==> src/rtl/bus_rx_fifo_pkg.sv <==
// Shared definitions for the bus receive stage: destination field layout,
// broadcast address and a helper that pulls the destination out of a word.
package bus_rx_fifo_pkg;

   localparam int unsigned ID_W  = 8;
   localparam int unsigned MAX_W = 256;
   localparam logic [ID_W-1:0] BCAST = 8'hFF;

   // Packet layout for the default 16-bit bus.
   localparam int unsigned DEF_W = 16;
   typedef struct packed {
      logic [ID_W-1:0]       dest;
      logic [DEF_W-ID_W-1:0] payload;
   } pkt_t;

   // Destination always sits in the top ID_W bits, whatever the bus width.
   function automatic logic [ID_W-1:0] get_dest(input logic [MAX_W-1:0] data,
                                                input int unsigned       w);
      return data[w-1 -: ID_W];
   endfunction

endpackage

==> src/rtl/bus_rx_fifo_core.sv <==
// Pointer/count FIFO with first-word-fall-through output; dout reads 0 when empty.
module bus_rx_fifo_core #(
   parameter int unsigned W     = 16,
   parameter int unsigned DEPTH = 8,
   localparam int unsigned AW   = $clog2(DEPTH),
   localparam int unsigned CW   = AW + 1
) (
   input  logic          clk,
   input  logic          reset,
   input  logic          push,
   input  logic          pop,
   input  logic [W-1:0]  din,
   output logic [W-1:0]  dout,
   output logic          empty,
   output logic          full,
   output logic [CW-1:0] count
);

   logic [W-1:0]  mem_q [DEPTH];
   logic [W-1:0]  mem_d [DEPTH];
   logic [AW-1:0] wr_ptr_q, wr_ptr_d;
   logic [AW-1:0] rd_ptr_q, rd_ptr_d;
   logic [CW-1:0] count_q, count_d;
   logic          wr, rd;

   assign empty = (count_q == '0);
   assign full  = (count_q == CW'(DEPTH));
   assign count = count_q;
   assign dout  = empty ? '0 : mem_q[rd_ptr_q];

   // A pop on a full FIFO frees the slot the concurrent push lands in.
   assign wr = push && (!full || pop);
   assign rd = pop && !empty;

   always_comb begin
      mem_d    = mem_q;
      wr_ptr_d = wr_ptr_q;
      rd_ptr_d = rd_ptr_q;
      count_d  = count_q;
      if (wr) begin
         mem_d[wr_ptr_q] = din;
         wr_ptr_d        = wr_ptr_q + AW'(1);
      end
      if (rd) rd_ptr_d = rd_ptr_q + AW'(1);
      case ({wr, rd})
         2'b10:   count_d = count_q + CW'(1);
         2'b01:   count_d = count_q - CW'(1);
         default: count_d = count_q;
      endcase
   end

   always_ff @(posedge clk) begin
      mem_q <= mem_d;
      if (!reset) begin
         wr_ptr_q <= '0;
         rd_ptr_q <= '0;
         count_q  <= '0;
      end else begin
         wr_ptr_q <= wr_ptr_d;
         rd_ptr_q <= rd_ptr_d;
         count_q  <= count_d;
      end
   end

endmodule

==> src/rtl/bus_rx_fifo.sv <==
// Per-device receive stage: filters bus words by destination ID / broadcast,
// buffers them, and tracks drops (overflow, drop_cnt) and empty pops (underflow).
module bus_rx_fifo
   import bus_rx_fifo_pkg::*;
#(
   parameter int unsigned     width   = 16,
   parameter int unsigned     depth   = 8,
   parameter int unsigned     devices = 4,
   parameter int unsigned     id      = 0,
   parameter logic [ID_W-1:0] bcast   = BCAST,
   localparam int unsigned    CW      = $clog2(depth) + 1
) (
   input  logic             clk,
   input  logic             reset,
   input  logic             bus_push,
   input  logic [width-1:0] bus_data,
   input  logic             pop,
   output logic [width-1:0] dout,
   output logic             pndng,
   output logic [CW-1:0]    count,
   output logic             full,
   output logic             overflow,
   output logic [7:0]       drop_cnt,
   output logic             underflow,
   input  logic             clr_ovf
);

   // An out-of-range id never claims unicast traffic; broadcast still lands.
   localparam bit ID_OK = (id < devices);

   logic [ID_W-1:0] dest;
   logic            match, drop, empty;
   logic            overflow_q, overflow_d;
   logic [7:0]      drop_cnt_q, drop_cnt_d;
   logic            underflow_q, underflow_d;

   assign dest  = get_dest(MAX_W'(bus_data), width);
   assign match = bus_push && ((ID_OK && dest == ID_W'(id)) || dest == bcast);
   assign drop  = match && full && !pop;

   bus_rx_fifo_core #(.W(width), .DEPTH(depth)) u_core (
      .clk   (clk),
      .reset (reset),
      .push  (match),
      .pop   (pop),
      .din   (bus_data),
      .dout  (dout),
      .empty (empty),
      .full  (full),
      .count (count)
   );

   assign pndng = !empty;

   // A drop in the same cycle as clr_ovf wins: the new drop is the first counted.
   always_comb begin
      overflow_d  = overflow_q;
      drop_cnt_d  = drop_cnt_q;
      underflow_d = pop && empty;
      if (drop) begin
         overflow_d = 1'b1;
         if (clr_ovf)                 drop_cnt_d = 8'd1;
         else if (drop_cnt_q != 8'hFF) drop_cnt_d = drop_cnt_q + 8'd1;
      end else if (clr_ovf) begin
         overflow_d = 1'b0;
         drop_cnt_d = 8'd0;
      end
   end

   always_ff @(posedge clk) begin
      if (!reset) begin
         overflow_q  <= 1'b0;
         drop_cnt_q  <= 8'd0;
         underflow_q <= 1'b0;
      end else begin
         overflow_q  <= overflow_d;
         drop_cnt_q  <= drop_cnt_d;
         underflow_q <= underflow_d;
      end
   end

   assign overflow  = overflow_q;
   assign drop_cnt  = drop_cnt_q;
   assign underflow = underflow_q;

endmodule

==> config.mk <==
export PLATFORM = sky130hd
export DESIGN_NAME = bus_rx_fifo
export DESIGN_NICKNAME = d
export VERILOG_FILES = /design/src/rtl/bus_rx_fifo_pkg.sv /design/src/rtl/bus_rx_fifo_core.sv /design/src/rtl/bus_rx_fifo.sv
export SDC_FILE = /design/constraint.sdc
export NUM_CORES = 1
export LEC_CHECK = 0
export BUFFER_PORTS_ARGS = -buffer_cell sky130_fd_sc_hd__buf_2
export CORE_ASPECT_RATIO = 0.8
export CORE_MARGIN = 4
export CORE_UTILIZATION = 61
export CTS_BUF_LIST = sky130_fd_sc_hd__clkbuf_8
export DETAILED_ROUTE_END_ITERATION = 12
export PLACE_DENSITY_LB_ADDON = 0.08
export RECOVER_POWER = 50
export SLEW_MARGIN = 15
export SYNTH_ARGS = -nofsm -noshare
export SYNTH_HDL_FRONTEND = slang
export SYNTH_SLANG_ARGS = --single-unit
==> constraint.sdc <==
create_clock -name clk -period 4.5 [get_ports clk]
set_input_delay 0.225 -clock clk [delete_from_list [all_inputs] [get_ports clk]]
set_output_delay 0.225 -clock clk [all_outputs]
set_load 0.005 [all_outputs]
==> flow_metrics.env <==
export IMPL_grt_max_degree=35
export IMPL_ys_ff_latch=148
export IMPL_cts_root_buf="clkbuf_8"
export IMPL_cp_required_ps=4850
export IMPL_antenna_cells=0
export IMPL_finalHoldViolations=0
export IMPL_top_usage_layer="met2"
export IMPL_drt_first_pass_iters=4
export IMPL_routed_via_density=5.78
export IMPL_critPathArrivalTime_ps=3810
export IMPL_synth_area_sq_um=6030
export IMPL_path_class="flip-flop to flip-flop"
export IMPL_peakVddDrop_mv=0.275
export IMPL_post_cts_buffers=0
export IMPL_status="completed"
export IMPL_setup_tns_ps=0
export IMPL_cts_sinks=148
export IMPL_drc_errors=0
export IMPL_slew_violations=0
export IMPL_seq_area_frac_synth=0.703
export IMPL_fill_cells=621
export IMPL_rsz0062_at_grt="false"
export IMPL_port_buffer_count=52
export IMPL_relSlewSlack=0.248
export IMPL_path_cells="nor4_1 > clkbuf_1 > inv_1 > and2_0 > ha_1 > xor2_1 > ha_1 > a21oi_1 > xor2_1 > or3_1 > a21boi_0"
export IMPL_num_vias=3163
export IMPL_use_met3=0.0503
export IMPL_grt_antenna_before_repair=0
export IMPL_cap_violations=0
export IMPL_clkTransAtPathRegs_ps=80
export IMPL_power_leakage_nw=2.28
export IMPL_fin_skew_ps=7.39
export IMPL_dpl_cell_count=515
export IMPL_fin_util=0.716
export IMPL_syn_avg_cell_area_sq_um=18.3
export IMPL_drt_total_wl_microns=11400
export IMPL_min_from="pop"
export IMPL_syn2layout_area_growth_pct=14.6
export IMPL_crit_fanout=18
export IMPL_grt_overflow=0
export IMPL_drive_gt1_frac=0.294
export IMPL_ctsHoldBuffers=0
export IMPL_synthTopCellsByArea="edfxtp_1, mux4_2, dfxtp_1"
export IMPL_reg2reg_slack_ps=1040
export IMPL_yosysMostFrequentCell="edfxtp_1"
export IMPL_async_reset_ff_frac=0
export IMPL_ant_nets=0
export IMPL_synth_edff_count=128
export IMPL_synth_top_area_share=0.637
export IMPL_start_util=0.625
export IMPL_cts_resized=0
export IMPL_cpMaxStageDelayCell="clkbuf_1"
export IMPL_coreArea_sq_um=9650
export IMPL_die_area_sq_um=11600
export IMPL_row_count=32
export IMPL_ff_latch_area_sq_um=4250
export IMPL_clock_fmax_mhz=289
export IMPL_wl_per_cell_microns=20.9
export IMPL_cts_tree="yes"
export IMPL_clk_path_buf_depth=2
export IMPL_nets=425
export IMPL_rr_endpoint="u_core.count[2]"
export IMPL_tightest_slew_ps=1130
export IMPL_dr_first_iter_drc_count=280
export IMPL_grt_usage=0.214
export IMPL_synth_largest_area_cell="edfxtp_1"
export IMPL_multi_input_area_sq_um=1710
export IMPL_grt_pass1_wl_microns=18300
export IMPL_reg2reg_from="u_core.count[0]"
export IMPL_powerDensity_nw_per_um2=385
export IMPL_cts_buffers=17
export IMPL_yosys_cell_types_count=49
export IMPL_die_h_microns=97.0
export IMPL_gp_congestion=0.726
export IMPL_crit_path_max_incr_delay_ps=870
export IMPL_finalSetupViolCount=0
export IMPL_hp_class="input pin to flip-flop"
export IMPL_startpoint="u_core.count[0]"
export IMPL_syn_nets=356
export IMPL_hold_slack_ps=69.1
export IMPL_hold_depth=2
export IMPL_ios=53
export IMPL_cp_end_kind="flip-flop"
export IMPL_hpwl_microns=7220
export IMPL_r2r_cells=11
export IMPL_grt_pass1_vias=3227
export IMPL_syn_inst=329
export IMPL_worst_setup_path_start_kind="flip-flop"
export IMPL_yosysWarnings=0
export IMPL_layout_cells_non_filler=547
export IMPL_min_period_ps=3460
export IMPL_met1_usage=0.313
export IMPL_clk_latency_ps=430
export IMPL_finalCritPeriodShare=0.768
export IMPL_synth_common_cells="edfxtp_1, mux4_2, dfxtp_1, mux2i_1, nor2_1"
export IMPL_die_w_microns=119
export IMPL_synth_flop_cell="edfxtp_1"
export IMPL_cts_htree_levels=4
export IMPL_whs_endpoint="underflow"
export IMPL_grt_util_met2=0.323
-- logic make-up (layout without fill, tap and decap cells) --
kind of cell,after synthesis,after routing,synth area share
AND/OR/NAND/NOR,71,71,0.0740
multiplexers,52,52,0.153
AO/OA/AOI/OAI,27,27,0.0340
XOR/XNOR,8,8,0.0116
adder cells (fa/ha/maj),6,6,0.0124
buffers and inverters,17,99,0.0118
flip-flops,148,148,0.703
-- worst max path at each step --
stage / slack [ps] / to / cells past startpoint
after floorplan: 1110 / u_core.mem_q[80] / 4
after global placement: 1680 / u_core.count[2] / 11
after detailed placement: 1650 / u_core.count[2] / 11
after CTS: 1530 / dout[10] / 5
after global routing: 690 / u_core.count[2] / 11
final: 1040 / u_core.count[2] / 11
-- through the flow --
stage | worst slack (ps) | power (W) | instance area [sq um]
4_1_cts | 1530 | 0.00268 | 6980
2_1_floorplan | 1110 | 0.00153 | 6030
6_report | 1040 | 0.00266 | 6910
3_3_place_gp | 1680 | 0.00156 | 6540
5_1_grt | 691 | 0.00275 | 6910
3_5_place_dp | 1650 | 0.00156 | 6540
-- layer usage --
metal  part of all wire  vias to the layer above
met3              0.073                        6
met5                  0                        -
met1               0.44                     1593
met2               0.48                       98
li1                   -                     1466
met4             0.0065                        0
-- layout make-up --
type | instances | share of cell area
Sequential cell | 148 | 0.614
Timing Repair Buffer | 65 | 0.0478
Clock buffer | 17 | 0.0338
Multi-Input combinational cell | 164 | 0.248
Tap cell | 136 | 0.0246
Inverter | 2 | 0.00109
Clock inverter | 15 | 0.0308
-- registers in the layout, indices dropped and copies added, names as in the netlist --
signal           flops
drop_cnt             8
overflow             1
u_core.count         4
u_core.mem_q       128
u_core.rd_ptr_q      3
u_core.wr_ptr_q      3
underflow            1
-- layout by cell type, fill, tap and decap left out, types with 2 or more instances in the layout --
cell type   instances
xnor2_1             5
nand2_1             5
nand4b_1            2
nor2b_1             4
inv_1               2
a21boi_0            2
o21ai_0             5
o211ai_1            3
nand4_1             3
buf_2              33
mux4_2             32
dfxtp_1            19
nand2b_1            4
a21oi_1             6
a211oi_1            2
nand3_1             3
clkbuf_1           20
clkinv_2            4
bufinv_16           5
clkinvlp_4          4
o41ai_1             2
and2_1              7
ha_1                6
or4_4               2
mux2i_1            20
o2111ai_1           3
nor2_1             19
clkbuf_8           17
nor3_2              2
nor3b_2             2
xor2_1              3
nor4b_2             2
buf_4              12
edfxtp_1          128
or3_1               2
or4_1               2
-- power breakdown --
group	internal, W	leakage (nW)	switching, W
logic	0.0000121	0.750	0.0000262
registers	0.00149	1.31	0.00000155
clock network	0.000654	0.215	0.000484
total	0.00215	2.28	0.000511
-- worst max-delay path: cells and delay by family, from the launching register on --
| family | cells | cell delay, ps |
|---|---|---|
| fa+ha+maj | 2 | 520 |
| compound gates | 2 | 310 |
| buf+inv | 2 | 990 |
| flops | 1 | 390 |
| xor+xnor | 2 | 250 |
| simple gates | 3 | 920 |
Note: power is estimated with default switching activity, not from simulation.
